===== config.mk =====
export PLATFORM = sky130hd
export DESIGN_NAME = data_sram_arbiter
export DESIGN_NICKNAME = d
export VERILOG_FILES = /design/src/rtl/data_sram_arbiter.sv
export SDC_FILE = /design/constraint.sdc
export NUM_CORES = 1
export LEC_CHECK = 0
export BUFFER_PORTS_ARGS = -buffer_cell sky130_fd_sc_hd__buf_2
export CAP_MARGIN = 20
export CORE_AREA = 2 2 121 123
export CTS_BUF_LIST = sky130_fd_sc_hd__clkbuf_8
export DETAILED_ROUTE_END_ITERATION = 8
export DIE_AREA = 0 0 123 125
export PLACE_DENSITY = 0.48
export SYNTH_ARGS = -nofsm -noshare
export SYNTH_HDL_FRONTEND = slang
export SYNTH_SLANG_ARGS = --single-unit

===== constraint.sdc =====
create_clock -name clk -period 1.8 [get_ports clk]
set_input_delay 0.36 -clock clk [delete_from_list [all_inputs] [get_ports clk]]
set_output_delay 0.36 -clock clk [all_outputs]
set_load 0.01 [all_outputs]

===== src/rtl/data_sram_arbiter.sv =====
// Two-master arbiter for the single-port synchronous data SRAM.
// One access is granted per cycle. Each response returns on the owner's
// port exactly one cycle after its grant.
module data_sram_arbiter #(
  parameter int unsigned PRIO_MODE  = 0,  // 0: round-robin, 1: m0 priority + starvation guard
  parameter int unsigned STARVE_MAX = 4   // PRIO_MODE=1: m0 grants in a row before m1 is forced
) (
  input  logic        clk,
  input  logic        reset,

  input  logic        m0_req,
  input  logic        m0_wr,
  input  logic [3:0]  m0_wstrb,
  input  logic [31:0] m0_addr,
  input  logic [31:0] m0_wdata,
  output logic        m0_addr_ok,
  output logic        m0_data_ok,
  output logic [31:0] m0_rdata,

  input  logic        m1_req,
  input  logic        m1_wr,
  input  logic [3:0]  m1_wstrb,
  input  logic [31:0] m1_addr,
  input  logic [31:0] m1_wdata,
  output logic        m1_addr_ok,
  output logic        m1_data_ok,
  output logic [31:0] m1_rdata,

  output logic        data_sram_en,
  output logic [3:0]  data_sram_wen,
  output logic [31:0] data_sram_addr,
  output logic [31:0] data_sram_wdata,
  input  logic [31:0] data_sram_rdata
);

  localparam logic [3:0] StarveMax = 4'(STARVE_MAX);

  // Set in reset, cleared one cycle later; keeps every output quiet for that first cycle.
  logic       init_q;
  logic       blank;
  // Round-robin: 1 when m1 won the last grant (reset value makes m0 preferred).
  logic       last_m1_q, last_m1_d;
  // Consecutive m0 grants while m1 was waiting.
  logic [3:0] starve_q, starve_d;
  logic       gnt0, gnt1;
  logic       resp_valid_q, resp_valid_d;
  logic       resp_owner_q, resp_owner_d;    // 1 = m1
  logic       resp_is_load_q, resp_is_load_d;

  assign blank = reset | init_q;

  // Grant decision for the current cycle.
  always_comb begin
    gnt0 = 1'b0;
    gnt1 = 1'b0;
    if (!blank) begin
      if (PRIO_MODE == 0) begin
        if (m0_req && m1_req) begin
          gnt0 = last_m1_q;
          gnt1 = !last_m1_q;
        end else begin
          gnt0 = m0_req;
          gnt1 = m1_req;
        end
      end else begin
        if (m1_req && (!m0_req || starve_q == StarveMax)) begin
          gnt1 = 1'b1;
        end else begin
          gnt0 = m0_req;
        end
      end
    end
  end

  // Next-state for the fairness state and the response tracker.
  always_comb begin
    last_m1_d      = last_m1_q;
    starve_d       = starve_q;
    resp_valid_d   = gnt0 | gnt1;
    resp_owner_d   = gnt1;
    resp_is_load_d = gnt1 ? !m1_wr : !m0_wr;

    if (gnt0) begin
      last_m1_d = 1'b0;
    end else if (gnt1) begin
      last_m1_d = 1'b1;
    end

    if (!m1_req || gnt1) begin
      starve_d = 4'd0;
    end else if (gnt0 && starve_q != StarveMax) begin
      starve_d = starve_q + 4'd1;
    end
  end

  // State registers with synchronous reset; reset drops any pending response.
  always_ff @(posedge clk) begin
    if (reset) begin
      init_q         <= 1'b1;
      last_m1_q      <= 1'b1;
      starve_q       <= 4'd0;
      resp_valid_q   <= 1'b0;
      resp_owner_q   <= 1'b0;
      resp_is_load_q <= 1'b0;
    end else begin
      init_q         <= 1'b0;
      last_m1_q      <= last_m1_d;
      starve_q       <= starve_d;
      resp_valid_q   <= resp_valid_d;
      resp_owner_q   <= resp_owner_d;
      resp_is_load_q <= resp_is_load_d;
    end
  end

  // Accept strobes and SRAM port drive from the winner.
  always_comb begin
    m0_addr_ok      = gnt0;
    m1_addr_ok      = gnt1;
    data_sram_en    = 1'b0;
    data_sram_wen   = 4'h0;
    data_sram_addr  = 32'h0;
    data_sram_wdata = 32'h0;
    if (gnt1) begin
      data_sram_en    = 1'b1;
      data_sram_wen   = m1_wr ? m1_wstrb : 4'h0;
      data_sram_addr  = m1_addr;
      data_sram_wdata = m1_wdata;
    end else if (gnt0) begin
      data_sram_en    = 1'b1;
      data_sram_wen   = m0_wr ? m0_wstrb : 4'h0;
      data_sram_addr  = m0_addr;
      data_sram_wdata = m0_wdata;
    end
  end

  // Route the one-cycle-late response to its owner; stores return zero data.
  always_comb begin
    m0_data_ok = 1'b0;
    m1_data_ok = 1'b0;
    m0_rdata   = 32'h0;
    m1_rdata   = 32'h0;
    if (resp_valid_q && !reset) begin
      if (resp_owner_q) begin
        m1_data_ok = 1'b1;
        m1_rdata   = resp_is_load_q ? data_sram_rdata : 32'h0;
      end else begin
        m0_data_ok = 1'b1;
        m0_rdata   = resp_is_load_q ? data_sram_rdata : 32'h0;
      end
    end
  end

endmodule


==> results of run 1 <==
[state kept, by name (all words and copies together) (netlist names)]
| register | flops |
|---|---|
| resp_valid_q | 1 |
| last_m1_q | 1 |
| resp_is_load_q | 1 |
| init_q | 1 |
| resp_owner_q | 1 |
[layer usage]
| layer | track usage | vias to the layer above |
|---|---|---|
| met5 | 0 | - |
| met4 | 0.01404 | 0 |
| met3 | 0.02190 | 0 |
| met2 | 0.2200 | 190 |
| met1 | 0.1357 | 1285 |
| li1 | - | 1384 |
[worst register-to-register path: stages (launching register included)]
cell	delay [ns]
dfxtp_2	0.35
nor2_4	0.05
buf_4	0.14
and4_4	0.20
a211oi_1	0.22
[power by group]
group          switching [mW]  internal [mW]
logic                   0.276          0.312
registers             0.00470          0.119
clock network          0.0532          0.146
[final timing paths]
path,start,to,cells past startpoint
setup / recovery,last_m1_q,data_sram_addr[13],6
hold / removal,m0_wr,resp_is_load_q,2
setup reg to reg,init_q,resp_is_load_q,4
hold reg to reg,last_m1_q,last_m1_q,1
[cells in the final DEF, fill, tap and decap left out, types with 2 or more instances in the layout]
master,Yosys,final
a22o_1,64,64
a32o_2,0,4
buf_12,0,5
buf_2,11,298
buf_4,5,8
buf_6,2,14
clkbuf_16,0,6
clkbuf_8,0,3
dfxtp_1,5,2
dfxtp_2,0,3
inv_1,3,4
nand2_1,33,33
nor2_1,65,46
nor2_2,1,12
nor2_4,0,8
o21a_1,2,2
[layout make-up]
class | instances | area share
sequential | 5 | 0.02923
clock buffer | 3 | 0.01162
tap | 184 | 0.06479
clock inverter | 1 | 0.001056
multi-input combinational | 178 | 0.3292
timing repair buffer | 332 | 0.5592
inverter | 4 | 0.004930
[logic make-up (layout without fill, tap and decap cells)]
kind of cell           count (synthesis)  count (layout)  synth area share
AND/OR/NAND/NOR                      106             106            0.3225
AO/OA/AOI/OAI                         72              72            0.4819
buffers and inverters                 29             340            0.1193
flip-flops                             5               5           0.07634
[per-stage QoR]
step / instance area [um^2] / total power, mW
after global routing: 3553 / 0.9731
after global placement: 3141 / 0.6481
after floorplan: 1311 / 0.3193
after CTS: 3224 / 0.8574
final: 3553 / 0.9105
after detailed placement: 3141 / 0.6425
[timing repair]
| action | in CTS | in global routing |
|---|---|---|
| endpoints found under the hold margin | 0 | 0 |
| pin swaps | 5 | 7 |
| gates resized for setup | 14 | 45 |
| endpoints found under the setup margin | 68 | 76 |
| cloned | 0 | 7 |
==> results.cfg, run 1 <==
[run_status]
outcome = finished with violations
violations = setup timing

[placed_design]
io_buffers = 310
hpwl_um = 8602
place_ws_ns = -0.04569
dpl.cell_count = 696
place.gp.congestion = 0.7702

[timing]
setup_slack_ns = -0.04120
min_period_over_period = 1.023
relSlewSlack = 0.8669
finalHoldViolCount = 0
finalCriticalPeriod_ns = 1.841
worst-slew-pin-transition_ns = 0.1985
whs_ns = 0.4175
setup_viol = 10
setup_tns_ns = -0.1972
rsz0062_at_grt = true
fmax_mhz = 543.1
skew_ns = 0.001341
slew_viol_final = 0

[setup_path]
rrSetupSlack_ns = 0.75
critPathMaxStageDelay_ns = 0.31
worst-path-buf-inv = 3
cp_slowest_cell = dfxtp_2
worstSetupStartpointType = register
cp_max_fo = 5
path_cells = nand2b_4, and3_4, buf_6, buf_12, a22o_1, buf_2
cp.arrival_ns = 1.48
cp.required_ns = 1.44
crit_family = buffers and inverters
crit_type = register to output port
endpoint_kind = output port

[cts]
clk_latency_ns = 0.22
cts.sinks = 5
clockBufferDepth = 2
post-cts-setup-buffer-count = 0
hold_buffers = 0
path_clk_slew_ns = 0.04
cts_inserted_buffers = 3
cts-root-buf = clkbuf_8
h-tree-depth = 1
cts_tree = built

[detailed_routing]
vias = 2859
met1_length_um = 4108
wl_met2_um = 6033
drt_wl_total_um = 11260
drcViolationCount = 0
ant_nets = 0
initialDrtViolationCount = 69
wl_per_cell_um = 15.93
dr.pass1.iters = 4
wl_met3_um = 1121
via_per_inst = 4.044
top_layer_used = met3

[layout]
multi_input_area_mm2 = 0.001170
final_util = 0.2502
area_growth_syn_to_layout_pct = 171.0
n_fill_cell = 1597
register_area_um2 = 103.9
final_cells = 707
num_antenna_cells = 0
final_net_count = 698
final_layout_size_suffix_gt1_frac = 0.7036

[floorplan]
row_count = 44
pin_count = 311
die-area_mm2 = 0.01538
core-area_mm2 = 0.01420
die_y_um = 125
initial_core_util = 0.09232
die_w_um = 123

[grt]
grt_max_degree = 62
grt_pass1_vias = 2489
grt_pass1_wl_um = 13890
grt_use_total = 0.1158
antenna_found_initial = 0
grt_overflow = 0

[yosys]
synth-main-ff-cell = dfxtp_1
yosysSeqAreaShare = 0.07634
yosysMostFrequentCell = nor2_1
synth-edff-count = 0
synthTopCellsByArea = a22o_1, nor2_1, nand2_1
synthTopCellsByCount = nor2_1, a22o_1, nand2_1, buf_2, clkbuf_1
yosysUniqueCellTypes = 21
synth_area_mm2 = 0.001311
synthCells = 212
ys_warn_count = 0
ys_async_sr_fraction = 0
yosysTopAreaCell = a22o_1
synth_top_area_share = 0.4275
ys_ff_latch = 5
postSynthAreaPerCell_um2 = 6.185
syn_nets = 386

[pwr]
power_density_mw_per_mm2 = 256.2
peakVddDrop_v = 0.0001295
p_leak_nw = 2.115

[job]
max_cap_viol_count = 0

[worst_hold_path]
worstHoldPathType = input pin to register
Power figures use the tool's default switching activity.
==> run 2, diff against run 1 <==
==> constraint.sdc (replaced) <==
create_clock -name clk -period 1.8 [get_ports clk]
set_input_delay 0.54 -clock clk [delete_from_list [all_inputs] [get_ports clk]]
set_output_delay 0.54 -clock clk [all_outputs]
set_load 0.01 [all_outputs]
==> results.cfg, run 2 (synthesized netlist as in run 1, its figures left out) <==
[run_status]
outcome = finished with violations
violations = setup timing

[placed_design]
dpl.cell_count = 700
io_buffers = 310
hpwl_um = 8597
place.gp.congestion = 0.7943

[pwr]
p_leak_nw = 2.306
total_power_mw = 1.015
power_density_mw_per_mm2 = 217.8
peakVddDrop_v = 0.0001436

[setup_path]
crit_type = input pin to output port
worstSetupStartpointType = input pin
cp.arrival_ns = 1.58
cp_max_fo = 13
cp.required_ns = 1.26
endpoint_kind = output port

[timing]
worst-slew-pin-transition_ns = 0.2241
slew_viol_final = 0
relSlewSlack = 0.8506
finalCriticalPeriod_ns = 2.119
rsz0062_at_grt = true
skew_ns = 0.001005
setup_slack_ns = -0.3193
fmax_mhz = 471.8
finalHoldViolCount = 0
setup_viol = 136
min_period_over_period = 1.177

[grt]
grt_max_degree = 29
grt_overflow = 0
antenna_found_initial = 2
grt_pass1_vias = 2840
grt_pass1_wl_um = 16330
grt_use_total = 0.1395

[detailed_routing]
dr.pass1.iters = 4
drt_wl_total_um = 12510
vias = 3039
via_per_inst = 4.180
initialDrtViolationCount = 107
drcViolationCount = 0
wl_per_cell_um = 17.21
ant_nets = 0

[floorplan]
die_w_um = 123
core-area_mm2 = 0.01420
row_count = 44
pin_count = 311
die-area_mm2 = 0.01538
die_y_um = 125
initial_core_util = 0.09232

[cts]
cts_tree = built
path_clk_slew_ns = 0.04
cts.sinks = 5
h-tree-depth = 1
clk_latency_ns = 0.22
clockBufferDepth = 2
cts_inserted_buffers = 3
cts-root-buf = clkbuf_8

[layout]
area_growth_syn_to_layout_pct = 255.4
final_cells = 727
final_layout_size_suffix_gt1_frac = 0.7823
final_util = 0.3281
final_cell_mix = buf_2, buf_6, a22o_1
n_fill_cell = 1469
final_common_cell = buf_2
final_net_count = 717

[worst_hold_path]
worstHoldPathType = register to register

[job]
max_cap_viol_count = 0
==> run 2: layout make-up <==
cell class              count  area (um^2)  share of cell area
inverters                   4        32.53            0.006980
diodes                      1        2.502           0.0005369
clock buffers               3        41.29            0.008859
multi-input cells         178         1548              0.3321
well taps                 184        230.2             0.04940
repair buffers            351         2703              0.5799
clock inverters             1        3.754           0.0008054
flip-flops and latches      5        100.1             0.02148
==> run 2: what timing repair did <==
item,CTS,global route
buffers inserted,5,3
setup endpoints to repair,136,136
hold buffers,0,0
gates resized for setup,85,86
gates cloned,10,5
pin swaps,14,12
==> run 2: layer usage <==
metal  up-vias  GRT usage  share of wire
met5         -          0         0.0010
met4         2    0.02005         0.0044
met3         4    0.02235          0.076
met2       182     0.2779           0.56
met1      1417     0.1540           0.36
li1       1434          -              -
==> run 2: worst paths after layout <==
check	from	cells past startpoint	slack (ns)	end
max reg2reg	init_q	5	0.64	resp_is_load_q
max	reset	6	-0.32	data_sram_wdata[13]
min	last_m1_q	1	0.56	last_m1_q
min reg2reg	last_m1_q	1	0.56	last_m1_q
==> run 2: critical path, cell delays in order <==
cell	delay [ns]
buf_8	0.10
nor2_4	0.13
and3_4	0.30
buf_12	0.16
a22o_1	0.18
buf_2	0.15
==> run 2: metrics by stage <==
stage / hold slack [ns] / setup TNS [ns] / worst slack (ns) / area (um^2)
after floorplan: 0.4591 / -4.427 / -0.06421 / 1602
after global placement: 0.4966 / -36.63 / -0.3633 / 3393
after detailed placement: 0.4928 / -36.90 / -0.3542 / 3393
after CTS: 0.5241 / -32.17 / -0.3065 / 4148
after global routing: 0.6030 / -39.53 / -0.3731 / 4658
final: 0.5581 / -33.00 / -0.3193 / 4661
==> run 2: power breakdown <==
group / switching (mW) / internal (mW)
clock: 0.0561 / 0.146
sequential: 0.00559 / 0.118
combinational: 0.327 / 0.362
total: 0.389 / 0.626
==> run 3, diff against run 2 <==
==> config.mk (replaced) <==
export PLATFORM = sky130hd
export DESIGN_NAME = data_sram_arbiter
export DESIGN_NICKNAME = d
export VERILOG_FILES = /design/src/rtl/data_sram_arbiter.sv
export SDC_FILE = /design/constraint.sdc
export NUM_CORES = 1
export LEC_CHECK = 0
export CAP_MARGIN = 20
export CORE_AREA = 2 2 120 122
export CTS_BUF_LIST = sky130_fd_sc_hd__clkbuf_8
export DETAILED_ROUTE_END_ITERATION = 8
export DIE_AREA = 0 0 122 124
export DONT_BUFFER_PORTS = 1
export PLACE_DENSITY = 0.3
export SYNTH_ARGS = -nofsm -noshare
export SYNTH_HDL_FRONTEND = slang
export SYNTH_SLANG_ARGS = --single-unit
==> results.cfg, run 3 (synthesized netlist as in run 1, its figures left out) <==
[timing]
fmax_mhz = 503.5
rsz0062_at_grt = true
relSlewSlack = 0.8705
min_period_over_period = 1.103
worst-slew-pin-transition_ns = 0.1943
finalCriticalPeriod_ns = 1.986
skew_ns = 0.002870
slew_viol_final = 0
whs_ns = 0.3473
setup_viol = 101
setup_slack_ns = -0.1862
finalHoldViolCount = 0

[floorplan]
initial_core_util = 0.09558
core-area_mm2 = 0.01372
pin_count = 311
row_count = 43
die_y_um = 124
die_w_um = 122
die-area_mm2 = 0.01513

[run_status]
violations = setup timing
outcome = finished with violations

[layout]
area_growth_syn_to_layout_pct = 128.1
final_net_count = 427
final_common_cell = a22o_4
final_cells = 433
final_cell_mix = a22o_4, buf_4, nor2_4
final_area_mm2 = 0.002990
final_layout_size_suffix_gt1_frac = 0.6587

[detailed_routing]
via_per_inst = 4.582
top_layer_used = met4
met1_length_um = 3759
vias = 1984
drcViolationCount = 0
wl_met2_um = 6067
dr.pass1.iters = 5
wl_per_cell_um = 25.72
drt_wl_total_um = 11140
initialDrtViolationCount = 46
wl_met3_um = 998
ant_nets = 0

[placed_design]
place_ws_ns = -0.1268
place_area_mm2 = 0.002044
hpwl_um = 7633
dpl.cell_count = 412
place.gp.congestion = 0.7593
io_buffers = 0

[cts]
clk_latency_ns = 0.22
cts.sinks = 5
path_clk_slew_ns = 0.04
cts_tree = built
cts_inserted_buffers = 3
h-tree-depth = 1
hold_buffers = 0
clockBufferDepth = 2
cts-root-buf = clkbuf_8

[pwr]
p_leak_nw = 1.245
clock_power_share = 0.256
peakVddDrop_v = 0.0001359
power_density_mw_per_mm2 = 255.3
switching_share = 0.3761
combPwrFrac = 0.580
power_frac_seq = 0.164
p_switching_uw = 287.1
internal-power_uw = 476.4

[grt]
antenna_found_initial = 1
grt_use_total = 0.1139
grt_pass1_vias = 1711
grt_max_degree = 36
grt_pass1_wl_um = 12170
grt_overflow = 0

[setup_path]
cp_max_fo = 9
endpoint_kind = output port
cp.required_ns = 1.26
cp.arrival_ns = 1.45
crit_type = register to output port
worstSetupStartpointType = register

[worst_hold_path]
worstHoldPathType = input pin to register

[job]
max_cap_viol_count = 0
-- run 3: cell count changes in the layout (fill, tap and decap cells not counted), sizes merged --
| cell | change |
|---|---|
| buf | -289 |
| clkbuf | -1 |
| inv | +2 |
| clkinv | -2 |
-- run 3: final timing paths --
check	start	endpoint	slack [ns]	cells after the start
worst min register to register	last_m1_q	last_m1_q	0.49	1
worst max-delay path	init_q	data_sram_wen[2]	-0.19	4
worst min-delay path	reset	init_q	0.35	0
worst max register to register	init_q	resp_is_load_q	0.55	5
-- run 3: critical path: stages, from the launching register on --
cell and delay [ns]:
dfxtp_2 0.33, nor2_4 0.14, and3_4 0.32, clkbuf_16 0.22, a32o_2 0.22
-- run 3: power groups by stage --
stage / clock network (mW) / registers [mW] / logic [mW]
2_1_floorplan: 0 / 0.123 / 0.242
3_3_place_gp: 0 / 0.124 / 0.280
3_5_place_dp: 0 / 0.124 / 0.279
4_1_cts: 0.202 / 0.123 / 0.395
5_1_grt: 0.212 / 0.126 / 0.462
6_report: 0.195 / 0.125 / 0.443
-- run 3: repair_timing --
action,CTS,global route
resized for setup,58,24
setup buffers,4,1
cloned,8,5
pin swaps,35,12
endpoints found under the setup margin,100,103
-- run 3: stage by stage --
stage	total power [mW]	util	TNS, ns
global route	0.7999	0.2180	-15.47
CTS	0.7204	0.1995	-13.04
finish	0.7635	0.2180	-11.39
detailed placement	0.4027	0.1490	-8.258
floorplan	0.3650	-	-4.427
global placement	0.4047	0.1490	-7.561
-- run 3: cell type report --
| type | count | area [um^2] |
|---|---|---|
| Antenna cell | 1 | 2.502 |
| Clock buffer | 3 | 41.29 |
| Clock inverter | 1 | 3.754 |
| Fill cell | 1475 | 10730 |
| Inverter | 4 | 20.02 |
| Multi-Input combinational cell | 178 | 1789 |
| Sequential cell | 5 | 103.9 |
| Tap cell | 180 | 225.2 |
| Timing Repair Buffer | 61 | 804.5 |
-- run 3: metal layers --
metal | up-vias | track usage
met2 | 180 | 0.2165
li1 | 848 | -
met3 | 14 | 0.02381
met5 | - | 0
met1 | 942 | 0.1216
met4 | 0 | 0.04741
